$ cat config.mk
export PLATFORM = sky130hd
export DESIGN_NAME = bcd_sub_serial_flat
export DESIGN_NICKNAME = d
export VERILOG_FILES = /design/src/rtl/bcd_pkg.sv /design/src/rtl/bcd_sub_serial_if.sv /design/src/rtl/bcd_digit_sub.sv /design/src/rtl/bcd_sub_serial.sv /design/src/flat_wrapper.sv
export SDC_FILE = /design/constraint.sdc
export NUM_CORES = 1
export LEC_CHECK = 0
export BUFFER_PORTS_ARGS = -buffer_cell sky130_fd_sc_hd__clkbuf_2
export CAP_MARGIN = 20
export CORE_MARGIN = 4
export CORE_UTILIZATION = 45
export CTS_BUF_LIST = sky130_fd_sc_hd__clkbuf_8
export DETAILED_ROUTE_END_ITERATION = 12
export PLACE_DENSITY = 0.68
export SKIP_LAST_GASP = 1
export SYNTH_ARGS = -nofsm -noshare
export SYNTH_HDL_FRONTEND = slang
export SYNTH_SLANG_ARGS = --single-unit
export TNS_END_PERCENT = 10
$ cat constraint.sdc
create_clock -name clk -period 3.2 [get_ports clk]
set_input_delay 0 -clock clk [delete_from_list [all_inputs] [get_ports clk]]
set_output_delay 0 -clock clk [all_outputs]
set_load 0.05 [all_outputs]
$ cat src/rtl/bcd_pkg.sv
// bcd_pkg: shared constants, digit type and FSM states for the decimal datapath
package bcd_pkg;
    localparam int BCD_DIGIT_W = 4;
    localparam int BCD_MAX = 9;
    typedef logic [BCD_DIGIT_W-1:0] bcd_digit_t;
    typedef enum logic [1:0] {IDLE, RUN, DONE} bcd_sub_state_t;
endpackage

$ cat src/rtl/bcd_sub_serial_if.sv
// bcd_sub_serial_if: start/ready/done handshake and operand/result bus of the serial BCD subtractor
interface bcd_sub_serial_if #(parameter int DIGITS = 2);
    logic start;
    logic [4*DIGITS-1:0] A;
    logic [4*DIGITS-1:0] B;
    logic Bin;
    logic ready;
    logic done;
    logic [4*DIGITS-1:0] D;
    logic Bout;
    logic err;
    modport master (output start, A, B, Bin, input ready, done, D, Bout, err);
    modport slave (input start, A, B, Bin, output ready, done, D, Bout, err);
endinterface

$ cat src/rtl/bcd_digit_sub.sv
// bcd_digit_sub: combinational single BCD digit subtract with borrow and invalid-digit flag
module bcd_digit_sub
    import bcd_pkg::*;
(
    input  bcd_digit_t a,
    input  bcd_digit_t b,
    input  logic       bin,
    output bcd_digit_t d,
    output logic       bout,
    output logic       inv
);
    logic [4:0] t;
    logic [4:0] adj;
    always_comb begin
        t = {1'b0, a} - {1'b0, b} - {4'b0, bin};
        adj = t + 5'd10;
        bout = t[4];
        d = bout ? adj[3:0] : t[3:0];
        inv = (a > bcd_digit_t'(BCD_MAX)) || (b > bcd_digit_t'(BCD_MAX));
    end
endmodule

$ cat src/rtl/bcd_sub_serial.sv
// bcd_sub_serial: digit-serial packed-BCD subtractor D = A - B - Bin, one digit per clock, LSD first
module bcd_sub_serial
    import bcd_pkg::*;
#(
    parameter int DIGITS = 2
) (
    input logic clk,
    input logic rst,
    bcd_sub_serial_if.slave bus
);
    localparam int IW = DIGITS > 1 ? $clog2(DIGITS) : 1;
    bcd_sub_state_t state_q, state_d;
    logic [IW-1:0] idx_q, idx_d;
    bcd_digit_t [DIGITS-1:0] a_q, a_d, b_q, b_d, res_q, res_d, d_q, d_d;
    logic borrow_q, borrow_d, inv_q, inv_d, bout_q, bout_d, err_q, err_d;
    bcd_digit_t dig_d;
    logic dig_bout, dig_inv, last;
    bcd_digit_sub u_dig (
        .a(a_q[idx_q]),
        .b(b_q[idx_q]),
        .bin(borrow_q),
        .d(dig_d),
        .bout(dig_bout),
        .inv(dig_inv)
    );
    always_comb begin
        state_d = state_q;
        idx_d = idx_q;
        a_d = a_q;
        b_d = b_q;
        res_d = res_q;
        borrow_d = borrow_q;
        inv_d = inv_q;
        d_d = d_q;
        bout_d = bout_q;
        err_d = err_q;
        last = idx_q == IW'(DIGITS - 1);
        case (state_q)
            IDLE: if (bus.start) begin
                state_d = RUN;
                idx_d = '0;
                a_d = bus.A;
                b_d = bus.B;
                res_d = '0;
                borrow_d = bus.Bin;
                inv_d = 1'b0;
            end
            RUN: begin
                res_d[idx_q] = dig_d;
                borrow_d = dig_bout;
                inv_d = inv_q | dig_inv;
                idx_d = idx_q + 1'b1;
                // results publish atomically on the edge entering DONE; an invalid digit forces a zero result
                if (last) begin
                    state_d = DONE;
                    d_d = inv_d ? '0 : res_d;
                    bout_d = !inv_d && dig_bout;
                    err_d = inv_d;
                end
            end
            DONE: state_d = IDLE;
            default: state_d = IDLE;
        endcase
    end
    always_ff @(posedge clk or posedge rst) begin
        if (rst) begin
            state_q <= IDLE;
            idx_q <= '0;
            a_q <= '0;
            b_q <= '0;
            res_q <= '0;
            borrow_q <= 1'b0;
            inv_q <= 1'b0;
            d_q <= '0;
            bout_q <= 1'b0;
            err_q <= 1'b0;
        end else begin
            state_q <= state_d;
            idx_q <= idx_d;
            a_q <= a_d;
            b_q <= b_d;
            res_q <= res_d;
            borrow_q <= borrow_d;
            inv_q <= inv_d;
            d_q <= d_d;
            bout_q <= bout_d;
            err_q <= err_d;
        end
    end
    assign bus.ready = state_q == IDLE;
    assign bus.done = state_q == DONE;
    assign bus.D = d_q;
    assign bus.Bout = bout_q;
    assign bus.err = err_q;
endmodule

$ cat src/flat_wrapper.sv
// flat-port wrapper written by rule: the top's interface ports become plain ports
module bcd_sub_serial_flat import bcd_pkg::*;
#(
    parameter int DIGITS = 2
)
  (clk, rst, bus_start, bus_A, bus_B, bus_Bin, bus_ready, bus_done, bus_D, bus_Bout, bus_err);
  bcd_sub_serial_if #(.DIGITS(DIGITS)) bus_i ();
  input logic clk;
  input logic rst;
  input wire logic [$bits(bus_i.start)-1:0] bus_start;
  input wire logic [$bits(bus_i.A)-1:0] bus_A;
  input wire logic [$bits(bus_i.B)-1:0] bus_B;
  input wire logic [$bits(bus_i.Bin)-1:0] bus_Bin;
  output wire logic [$bits(bus_i.ready)-1:0] bus_ready;
  output wire logic [$bits(bus_i.done)-1:0] bus_done;
  output wire logic [$bits(bus_i.D)-1:0] bus_D;
  output wire logic [$bits(bus_i.Bout)-1:0] bus_Bout;
  output wire logic [$bits(bus_i.err)-1:0] bus_err;
  assign bus_i.start = bus_start;
  assign bus_i.A = bus_A;
  assign bus_i.B = bus_B;
  assign bus_i.Bin = bus_Bin;
  assign bus_ready = bus_i.ready;
  assign bus_done = bus_i.done;
  assign bus_D = bus_i.D;
  assign bus_Bout = bus_i.Bout;
  assign bus_err = bus_i.err;
  bcd_sub_serial #(.DIGITS(DIGITS)) u_core (.clk(clk), .rst(rst), .bus(bus_i));
endmodule
==> Word level (Yosys, flattened, before mapping) <==
Index checks and enable logic that the tools add are counted.
{ "classes": {"multipliers": 0, "n_eq_ne": 4, "reduce_logical": 10, "n_mux": 19, "n_div": 0, "n_addsub": 4, "shift": 0, "bitwise_logic": 1, "n_lt_le_gt_ge": 4} }
{ "ops": {"columns": ["op", "count"], "rows": [
  ["2-to-1 mux 4 bit", 6],
  ["2-to-1 mux 8 bit", 2],
  ["one-hot mux 8 bit (2 select lines)", 1],
  ["bitwise mux 8 bit", 1],
  ["> comparator 4 bit (second input constant)", 2],
  ["AND reduction 2 bit", 4],
  ["one-hot mux 1 bit (2 select lines)", 3],
  ["subtractor 4 x 4 -> 5 bit", 1],
  ["subtractor 5 x 1 -> 5 bit", 1],
  ["adder 4 bit (second input constant)", 1],
  ["demux 4 bit (select 1 bit)", 1],
  ["2-to-1 mux 2 bit", 2],
  ["one-hot mux 2 bit (2 select lines)", 1],
  ["equality test 2 x 1 -> 1 bit (second input constant)", 1],
  ["equality test 2 bit (second input constant)", 1],
  ["logical AND 1 bit", 2],
  ["logical NOT 2 bit", 1],
  ["< comparator 1 x 2 -> 1 bit (second input constant)", 1],
  ["2-to-1 mux 1 bit", 2],
  ["!= test 2 x 1 -> 1 bit (second input constant)", 1],
  ["!= test 2 bit (second input constant)", 1],
  ["nonzero test 2 bit", 1],
  ["adder 1 bit (second input constant)", 1],
  ["greater-or-equal comparator 1 bit (second input constant)", 1],
  ["3 further kinds", 3]
]} }
{ "totals": {"wordCells": 56, "out_inout_bits": 12, "reg_bits": 39, "rom_bits": 0, "ramBits": 0, "memories": 0, "latchBits": 0} }

==> Longest topological paths before layout <==
Gate-level depths: netlist (run 1).
{ "depth": {"ltp_word": 8, "ltp_mapped": 12, "mapped_depth_nobuf": 10} }

==> Cells and area by module <==
From an unflattened synthesis (run 1), not the netlist that was laid out.
{ "unflattened": {"cells_unflattened": 169, "area_unflattened_um2": 1868.0} }
{ "modules_own_cells": {"columns": ["mod", "seq_area_each_um2", "instances", "area_per_inst_um2", "cells_per_inst"], "rows": [
  ["bcd_sub_serial", 875.8, 1, 1580.3, 134],
  ["bcd_digit_sub", 0.0, 1, 287.8, 35]
]} }

==> Least setup slack after synthesis (run 1) <==
No wires, ideal clock.
{ "synth_path": {"path_kind": "reg2reg", "from": "register u_core.idx_q", "to": "register u_core.d_q, in the netlist u_core.bus.D[6]", "path_stages_with_launch": 13, "slack_ns": 0.036, "arrival_time_ns": 3.028, "synth_period_minus_slack_ns": 3.164, "setup_time_ns": 0.136, "cell_sequence": "dfrtp_1 > buf_4 > clkbuf_1 > mux2_2 > fa_1 > inv_1 > fa_1 > inv_1 > ha_1 > mux2i_1 > o2bb2ai_1 > a221oi_1 > o21ai_0"} }
{ "synth_between": {"elab_chain_cells": 8, "elab_cells_between_ends": 20} }
{ "synth_lines": {"columns": ["element", "line", "text"], "rows": [
  ["from (decl)", "bcd_sub_serial.sv:13", "logic [IW-1:0] idx_q, idx_d;"],
  ["from (signal assigned)", "bcd_sub_serial.sv:79", "idx_q <= idx_d;"],
  ["2-to-1 mux 4 bit, on equally long branches (2 in a row)", "bcd_sub_serial.sv:19, bcd_sub_serial.sv:20", null],
  ["subtractor 4 x 4 -> 5 bit", "bcd_digit_sub.sv:15", "t = {1'b0, a} - {1'b0, b} - {4'b0, bin};"],
  ["subtractor 5 x 1 -> 5 bit", "bcd_digit_sub.sv:15", null],
  ["adder 4 bit", "bcd_digit_sub.sv:16", "adj = t + 5'd10;"],
  ["2-to-1 mux 4 bit", "bcd_digit_sub.sv:18", "d = bout ? adj[3:0] : t[3:0];"],
  ["bitwise mux 8 bit", "bcd_sub_serial.sv:49", "res_d[idx_q] = dig_d;"],
  ["2-to-1 mux 8 bit", "bcd_sub_serial.sv:56", "d_d = inv_d ? '0 : res_d;"],
  ["to (signal assigned)", "bcd_sub_serial.sv:74", "d_q <= '0;"],
  ["to (signal assigned)", "bcd_sub_serial.sv:85", "d_q <= d_d;"],
  ["to (decl)", "bcd_sub_serial.sv:14", "bcd_digit_t [DIGITS-1:0] a_q, a_d, b_q, b_d, res_q, res_d, d_q, d_d;"]
]} }
Several ways; a longest one is shown, not always the timed one. The select of a mux whose other input is x is not followed.
A chain may end at the register's enable or synchronous reset.

==> Worst setup path in the final report (run 1) <==
Ends and elaborated chain as after synthesis.

==> reports/qor.yml, run 1 <==
antenna_found_initial: 0
dp_cells: 234
worst-setup-path-type: "reg2reg"
synth_top_cell_area_share: 0.490
drc: 0
die_x_um: 71.1
clk_latency_ns: 0.28
synth_compound_area_frac: 0.124
relSlewSlack: 0.474
max_freq_ghz: 0.338
synth_fa_ha_area_frac: 0.0573
tightest_slew_ns: 0.788
synth_top_family_by_area: "multiplexers"
postSynthCellCount: 159
final.setup.tns_ns: 0
grt_pass1_vias: 1380
drt_pass1_iterations: 4
period_share: 0.924
hpwlAfterDp_um: 2640
io_pins: 32
place.port_buffers: 31
start_kind: "flop"
design.core.area_um2: 3740
hold_viol: 0
num_vias: 1304
finalSetupViolCount: 0
ys_warn_count: 0
syn_nets: 186
rsz0062_at_grt: "no"
synthSimpleGateAreaFrac: 0.103
vias_per_cell: 5.07
worstHoldPathType: "in2reg"
postCtsSetupBuffers: 0
grtUsageTotal: 0.155
post-synth-top-count-cell: "dfrtp_1"
overflow: 0
cp-end-kind: "flop"
synth_xor_xnor_area_share: 0.0224
cts_inserted_buffers: 5
area_growth_pct: 25.8
fin_cells: 257
routedWlPerCell_um: 13.4
ys_top_cells_by_area: "dfrtp_1 (49%), mux2_2 (12%), a22o_1 (3.9%)"
ys_top_cells_by_count: "dfrtp_1 (35), mux2_2 (19), inv_1 (12), nand2_1 (12), nor2_1 (9)"
drt_wl_total_um: 3430
worstReg2RegEnd: "u_core.bus.D[6]$_DFFE_PP0P_"
netlist_area_um2: 1790
die_h_um: 71.1
grt_first_pass_wirelength_um: 6070
ys_types: 36
ant_nets: 0
drt_iter0_drc: 71
cts_hold_buf: 17
cts.sinks: 35
cts.repair.resized: 0
status: "finished clean"
syn_avg_cell_area_um2: 11.3
r2r-start: "u_core.idx_q$_DFFE_PP0P_"
cts_tree: "yes"
cp_max_fo: 17
fp-row-count: 22
critPathArrivalTime_ns: 3.11
dpl_cell_area_um2: 2010
r2r_slack_ns: 0.24
final.fill_count: 325
root_buffer: "clkbuf_8"
cts_htree_levels: 2
synth_edf_count: 0
min_path_cells: 3
design_area_um2: 2250
clockBufferDepth: 2
clk_pin_slew_ns: 0.06
max-cap-violations: 0
muxShareOfSynthArea: 0.153
nets: 237
drive_above_1_share: 0.297
antennaDiodeCount: 0
place.gp.congestion: 0.750
synth_seq_cells: 35
drv_slew: 0
hold_path_startpoint: "bus_start"
reg2reg_depth: 11
fp.dieArea_um2: 5050
synth_ff_type: "dfrtp_1"
cp.required_ns: 3.35
synth_area_leader_cell: "dfrtp_1"
async_flop_share: 1.00
start_util: 0.478
grt_max_degree: 20
period_minus_slack_ns: 2.96
yosysSeqAreaShare: 0.490
fin_worst_skew_ns: 0.00273
min_to: "u_core.inv_q$_DFFE_PP0P_"
state kept, by name, summed over array words and instances, names as in the netlist:
signal / cells
u_core.state_q: 2
u_core.inv_q: 1
u_core.bus.D: 8
u_core.a_q: 8
u_core.res_q: 4
u_core.b_q: 8
u_core.bus.err: 1
u_core.idx_q: 1
u_core.bus.Bout: 1
u_core.borrow_q: 1
metrics by stage:
stage               setup WS, ns   util  hold WS (ns)
finish                     0.242  0.601        0.0913
global route              0.0576  0.601         0.122
CTS                        0.249  0.601        0.0863
floorplan                 0.0361      -         0.152
detailed placement         0.265  0.536        0.0890
global placement           0.387  0.529         0.232
cell usage in the layout (no fill, tap or decap), drive strengths merged, types with 2 or more instances in the layout:
cell type    netlist  layout
clkbuf             4      36
dfrtp             35      35
mux2              19      19
dlygate4sd3        0      17
inv               12      13
nand2             12      12
nor2              10      10
o21ai              9       9
a22o               8       8
mux2i              6       6
ha                 5       5
nand2b             4       4
a21oi              4       4
buf                4       4
o21bai             3       3
nor3               3       3
and2               2       2
xnor2              2       2
nor2b              2       2
fa                 2       2
or2                2       2
worst max-delay path, cell delays in order (launching register included):
cell and delay (ns):
dfrtp_1 0.35, buf_4 0.23, mux2i_1 0.24, fa_1 0.22
inv_1 0.06, fa_1 0.47, xnor2_1 0.17, ha_1 0.33
mux2i_1 0.15, o2bb2ai_1 0.09, a221oi_1 0.37, o21ai_0 0.15
cell type report:
class	instances	area, µm²	share of cell area
Clock buffer	5	68.8	0.0306
Multi-Input combinational cell	104	822	0.365
Sequential cell	35	876	0.389
Tap cell	48	60.1	0.0267
Inverter	12	45.0	0.0200
Timing Repair Buffer	52	375	0.167
Clock inverter	1	3.75	0.00167
how the worst max path moves through the flow:
stage	start	to	slack (ns)	depth (start not counted)
6_report	u_core.idx_q$_DFFE_PP0P_	u_core.bus.D[6]$_DFFE_PP0P_	0.24	11
5_1_grt	u_core.idx_q$_DFFE_PP0P_	u_core.bus.D[6]$_DFFE_PP0P_	0.06	11
4_1_cts	u_core.idx_q$_DFFE_PP0P_	u_core.bus.D[6]$_DFFE_PP0P_	0.25	11
3_5_place_dp	u_core.idx_q$_DFFE_PP0P_	u_core.bus.D[6]$_DFFE_PP0P_	0.26	11
3_3_place_gp	u_core.idx_q$_DFFE_PP0P_	u_core.bus.D[6]$_DFFE_PP0P_	0.39	11
2_1_floorplan	u_core.idx_q$_DFFE_PP0P_	u_core.bus.D[6]$_DFFE_PP0P_	0.04	12
kinds of logic after synthesis:
kind of cell,count (synthesis)
AOI/OAI and AO/OA,31
and+or+nand+nor,38
muxes,25
xor gates and xnor gates,3
DFF,35
adders and majority gates,7
buffers and inverters,20
routing by layer:
layer / vias to the layer above / routed length [µm] / global-route usage / part of all wire
li1: 648 / - / - / -
met1: 620 / 1430 / 0.174 / 0.42
met2: 31 / 1770 / 0.262 / 0.52
met3: 5 / 183 / 0.0668 / 0.053
met4: 0 / 40 / 0.0543 / 0.012
met5: - / 0 / 0 / 0
Power of run 1 is not shown: default switching activity piles up to over one toggle a cycle in this logic, so the estimate is an artifact.
==> inputs of run 2 (changes only) <==
- CTS_BUF_LIST: sky130_fd_sc_hd__clkbuf_8 -> sky130_fd_sc_hd__clkbuf_2
- PLACE_DENSITY: 0.68 -> 0.66
- clock period: 3.2 -> 2.8 ns (I/O delays scaled with it)
==> run 2 against run 1 <==
Critical path depth fell by 1. Via count rose by 2.5%. Register-to-register slack got worse by 0.15 ns. Non-clock buffer count rose by 4. Die area did not move. Utilization rose by 0.77 points. Count of clock-buffer cells in the layout rose by 1. Sequential cell count did not move. Critical path type unchanged. Largest cell class unchanged.
==> reports/qor.yml, run 2 (synthesis results as in run 1) <==
dp_slack_ns: -0.0256  # -0.291 ns
drt_wl_total_um: 3700  # +7.7%
hpwlAfterDp_um: 2730  # +3.5%
top_usage_layer: "met2"
rsz0062_at_grt: "yes"
period_share: 0.968  # +0.0435
nets: 241  # +1.7%
cp_max_fo: 4  # -13
grt_util_met3: 0.0639  # -0.00284
worst-setup-path-type: "reg2reg"
start_util: 0.478  # unchanged
antennaDiodeCount: 0  # unchanged
drive_above_1_share: 0.353  # +0.0568
cts_tree: "yes"
max_freq_ghz: 0.369  # +9.2%
area_growth_pct: 27.4
cpMaxStageDelayCell: "dfrtp_2"
die_x_um: 71.1  # unchanged
cp-end-kind: "flop"
worstPathCellList: "mux2_4 -> fa_2 -> inv_2 -> fa_2 -> inv_2 -> ha_4 -> mux2i_1 -> o2bb2ai_1 -> a221oi_2 -> o21ai_1"
root_buffer: "clkbuf_2"
final.fill_count: 343  # +5.5%
clockBufferDepth: 2  # unchanged
use_met2: 0.304  # +0.0422
cts_htree_levels: 2  # unchanged
cp.required_ns: 3.06  # -0.29 ns
routedWlPerCell_um: 14.1  # +5.3%
max-cap-violations: 0  # unchanged
ant_nets: 0  # unchanged
drv_slew: 0  # unchanged
drt_pass1_iterations: 4  # unchanged
globalRouteMet1Util: 0.172  # -0.00206
die_h_um: 71.1  # unchanged
overflow: 0  # unchanged
fin_worst_skew_ns: 0.0291  # +0.0264 ns
finalSetupViolCount: 0  # unchanged
cts.sinks: 35  # unchanged
period_minus_slack_ns: 2.71  # -0.248 ns
tightest_slew_ns: 0.753  # -0.0351 ns
grt_pass1_vias: 1483  # +7.5%
relSlewSlack: 0.498  # +0.0235
clk_latency_ns: 0.38  # +0.10 ns
antenna_found_initial: 0  # unchanged
clk_pin_slew_ns: 0.20  # +0.14 ns
vias_per_cell: 5.08  # +0.12%
status: "finished clean"
final_common_cell: "clkbuf_2"
cts_inserted_buffers: 5  # unchanged
critPathArrivalTime_ns: 2.97  # -0.14 ns
grt_max_degree: 36  # +80%
place.port_buffers: 31  # unchanged
final.setup.tns_ns: 0  # unchanged
num_vias: 1336  # +2.5%
grtUsageTotal: 0.164  # +0.00941
hold_viol: 0  # unchanged
drc: 0  # unchanged
drt_iter0_drc: 49  # -31%
worstHoldPathType: "in2async"
fp-row-count: 22  # unchanged
final_cell_mix: "clkbuf_2 (37), dfrtp_1 (34), dlygate4sd3_1 (19)"
fp.dieArea_um2: 5050  # unchanged
io_pins: 32  # unchanged
place.gp.congestion: 0.789  # +5.1%
design.core.area_um2: 3740  # unchanged
slowest_delay_ns: 0.48  # about the same
layout_setup_ws_ns: 0.0898  # -0.152 ns
start_kind: "flop"
grt_first_pass_wirelength_um: 6510  # +7.3%
[run 2: changes by cell type in the layout (fill, tap and decap cells not counted), moves of 2 or more]
cell / change
fa_1: -2
clkbuf_2: +6
inv_2: +2
fa_2: +2
clkbuf_8: -5
buf_4: +2
dlygate4sd3_1: +2
inv_1: -3
[run 2: what timing repair did]
| item | 4_1_cts | 5_1_grt |
|---|---|---|
| gates resized for setup | 4 | 3 |
| gates cloned | 0 | 0 |
| buffers inserted | 0 | 3 |
| hold buffers | 19 | 0 |
| endpoints found under the hold margin | 53 | 0 |
| endpoints found under the setup margin | 2 | 4 |
| pin swaps | 4 | 3 |
[run 2: metrics by stage]
stage | std cells | util | instance area [µm²] | hold WS, ns
2_1_floorplan | 159 | - | 1820 | 0.152
3_3_place_gp | 233 | 0.532 | 1990 | 0.0906
3_5_place_dp | 233 | 0.532 | 1990 | 0.0939
4_1_cts | 260 | 0.601 | 2250 | 0.197
5_1_grt | 263 | 0.609 | 2280 | 0.222
6_report | 263 | 0.609 | 2280 | 0.201
[run 2: cell type report]
class	count	area [µm²]	share of cell area
Sequential cell	35	877	0.385
Timing Repair Buffer	56	394	0.173
Clock buffer	6	30.0	0.0132
Inverter	12	45.0	0.0198
Clock inverter	2	12.5	0.00549
Tap cell	48	60.1	0.0263
Multi-Input combinational cell	104	861	0.378
[run 2: worst paths after layout]
check                                       startpoint  slack (ns)                           to  depth (start not counted)
max reg2reg                   u_core.idx_q$_DFFE_PP0P_        0.09  u_core.bus.D[6]$_DFFE_PP0P_                         10
max in group asynchronous                          rst        2.25     u_core.idx_q$_DFFE_PP0P_                          4
min in group clk                              bus_A[0]        0.39    u_core.a_q[0]$_DFFE_PP0P_                          3
min                                                rst        0.20  u_core.bus.D[3]$_DFFE_PP0P_                          4
max                           u_core.idx_q$_DFFE_PP0P_        0.09  u_core.bus.D[6]$_DFFE_PP0P_                         10
min reg2reg                u_core.bus.D[6]$_DFFE_PP0P_        0.51  u_core.bus.D[6]$_DFFE_PP0P_                          2
[run 2: worst max-delay path, delay by kind of cell, from the launching register on]
family | cells | cell delay (ns)
AO/OA/AOI/OAI | 3 | 0.50
multiplexers | 2 | 0.46
adder cells (fa/ha/maj) | 3 | 1.01
buffers and inverters | 2 | 0.16
flip-flops | 1 | 0.48
[run 2: layer usage]
metal  wire (µm)  share of wire  vias up
met2        2000           0.54       34
met4          19         0.0051        0
met3         226          0.061        2
met1        1450           0.39      644
met5           0              0        -
li1            -              -      656
Power of run 2 is left out for the same reason.
==> inputs of run 3 (changes only) <==
- CTS_BUF_LIST: sky130_fd_sc_hd__clkbuf_2 -> not set
- GPL_TIMING_DRIVEN: not set -> 0
- HOLD_SLACK_MARGIN: not set -> 0.12
==> run 3 against run 2 <==
Utilization is 3.1 points higher. Cell area is 5.1% higher. Sequential share of layout area is 1.9 points lower. Critical path type unchanged.
==> reports/qor.yml, run 3 (synthesis results as in run 1) <==
status: "finished clean"
drt_wl_total_um: 3610  # -2.3%
fp.dieArea_um2: 5050  # unchanged
cts_tree: "yes"
cp-end-kind: "flop"
hold_viol: 0  # unchanged
fp-row-count: 22  # unchanged
max_freq_ghz: 0.365  # -0.98%
io_pins: 32  # unchanged
clk_latency_ns: 0.29  # -0.09 ns
grt_first_pass_wirelength_um: 6420  # -1.5%
cts_inserted_buffers: 5  # unchanged
max-cap-violations: 0  # unchanged
dp_slack_ns: -0.237  # -0.212 ns
grtUsageTotal: 0.159  # -0.00540
antennaDiodeCount: 0  # unchanged
clockBufferDepth: 2  # unchanged
start_util: 0.478  # unchanged
die_x_um: 71.1  # unchanged
design.core.area_um2: 3740  # unchanged
cts.sinks: 35  # unchanged
area_growth_pct: 33.9
final.setup.tns_ns: 0  # unchanged
worst-setup-path-type: "reg2reg"
period_share: 0.977  # +0.00955
final_common_cell: "dfrtp_1"
drt_pass1_iterations: 4  # unchanged
period_minus_slack_ns: 2.74  # +0.0267 ns
antenna_found_initial: 0  # unchanged
ant_nets: 0  # unchanged
rsz0062_at_grt: "yes"
fin_worst_skew_ns: 0.00303  # -0.0260 ns
num_vias: 1339  # +0.22%
worstPathCellList: "mux2_4 -> fa_2 -> inv_2 -> fa_2 -> inv_2 -> ha_4 -> mux2i_1 -> o2bb2ai_1 -> a221oi_2 -> o21ai_1"
final_cell_mix: "dfrtp_1 (34), clkbuf_2 (31), mux2_2 (18), dlygate4sd3_1 (18), nand2_1 (12)"
dpl_cell_area_um2: 2060  # +3.3%
drt_iter0_drc: 63  # +29%
layout_setup_ws_ns: 0.0631  # -0.0267 ns
nets: 246  # +2.1%
cts_htree_levels: 2  # unchanged
start_kind: "flop"
regArea_um2: 877  # unchanged
overflow: 0  # unchanged
die_h_um: 71.1  # unchanged
clk_pin_slew_ns: 0.07  # -0.13 ns
design_area_um2: 2400  # +5.1%
drv_slew: 0  # unchanged
grt_pass1_vias: 1405  # -5.3%
drc: 0  # unchanged
tightest_slew_ns: 0.479  # -0.273 ns
cp.required_ns: 2.97  # -0.09 ns
slowest_delay_ns: 0.44  # -0.04 ns
cpMaxStageDelayCell: "dfrtp_2"
hpwlAfterDp_um: 2680  # -2.0%
multi_input_area_um2: 861  # unchanged
worstHoldPathType: "in2reg"
final.fill_count: 333  # -2.9%
critPathArrivalTime_ns: 2.91  # -0.06 ns
grt_max_degree: 26  # -28%
drive_above_1_share: 0.359  # +0.00560
vias_per_cell: 5.00  # -1.6%
cp_max_fo: 3  # -1
place.port_buffers: 31  # unchanged
routedWlPerCell_um: 13.5  # -4.1%
root_buffer: "clkbuf_8"
place.gp.congestion: 0.761  # -3.6%
finalSetupViolCount: 0  # unchanged
relSlewSlack: 0.680  # +0.182
run 3: cell count changes in the layout (fill, tap and decap cells not counted), sizes merged:
cell         change
dlygate4sd3      -1
buf              +3
bufinv           +1
clkinvlp         -1
clkbuf           +3
run 3: per-layer routing:
| layer | track usage | routed length [µm] |
|---|---|---|
| met2 | 0.274 | 1830 |
| met1 | 0.192 | 1570 |
| met4 | 0.0501 | 54 |
| met3 | 0.0426 | 162 |
| met5 | 0 | 0 |
run 3: critical path: cells and delay by family (launching register included):
family | cells | cell delay, ns
fa+ha+maj | 3 | 1.01
flops | 1 | 0.44
mux | 2 | 0.46
buf+inv | 2 | 0.17
compound gates | 3 | 0.53
run 3: final timing paths:
check | startpoint | end | slack, ns | cells past startpoint
max | u_core.idx_q$_DFFE_PP0P_ | u_core.res_q[2]$_DFFE_PP0P_ | 0.06 | 10
min reg2reg | u_core.bus.D[6]$_DFFE_PP0P_ | u_core.bus.D[6]$_DFFE_PP0P_ | 0.49 | 2
min in group asynchronous | rst | u_core.bus.D[6]$_DFFE_PP0P_ | 0.25 | 3
min | bus_Bin | u_core.borrow_q$_DFFE_PP0P_ | 0.11 | 4
max reg2reg | u_core.idx_q$_DFFE_PP0P_ | u_core.res_q[2]$_DFFE_PP0P_ | 0.06 | 10
max in group asynchronous | rst | u_core.idx_q$_DFFE_PP0P_ | 2.06 | 4
run 3: stage by stage:
stage	cells	utilization	hold slack, ns
2_1_floorplan	159	-	0.152
3_3_place_gp	238	0.542	0.233
3_5_place_dp	239	0.550	0.0185
4_1_cts	268	0.641	0.124
5_1_grt	268	0.640	0.137
6_report	268	0.640	0.114
run 3: cell type report:
type / instances / area share
Timing Repair Buffer: 55 / 0.167
Multi-Input combinational cell: 104 / 0.359
Sequential cell: 35 / 0.366
Clock inverter: 2 / 0.0146
Clock buffer: 6 / 0.0345
Tap cell: 48 / 0.0251
Buffer: 6 / 0.0146
Inverter: 12 / 0.0188
run 3: what timing repair did:
action | CTS | global route
endpoints found under the setup margin | 4 | 4
setup buffers | 4 | 1
gates resized for setup | 5 | 3
pin swaps | 5 | 5
hold buffers | 18 | 0
hold endpoints to repair | 52 | 0
Power of run 3 is left out for the same reason.
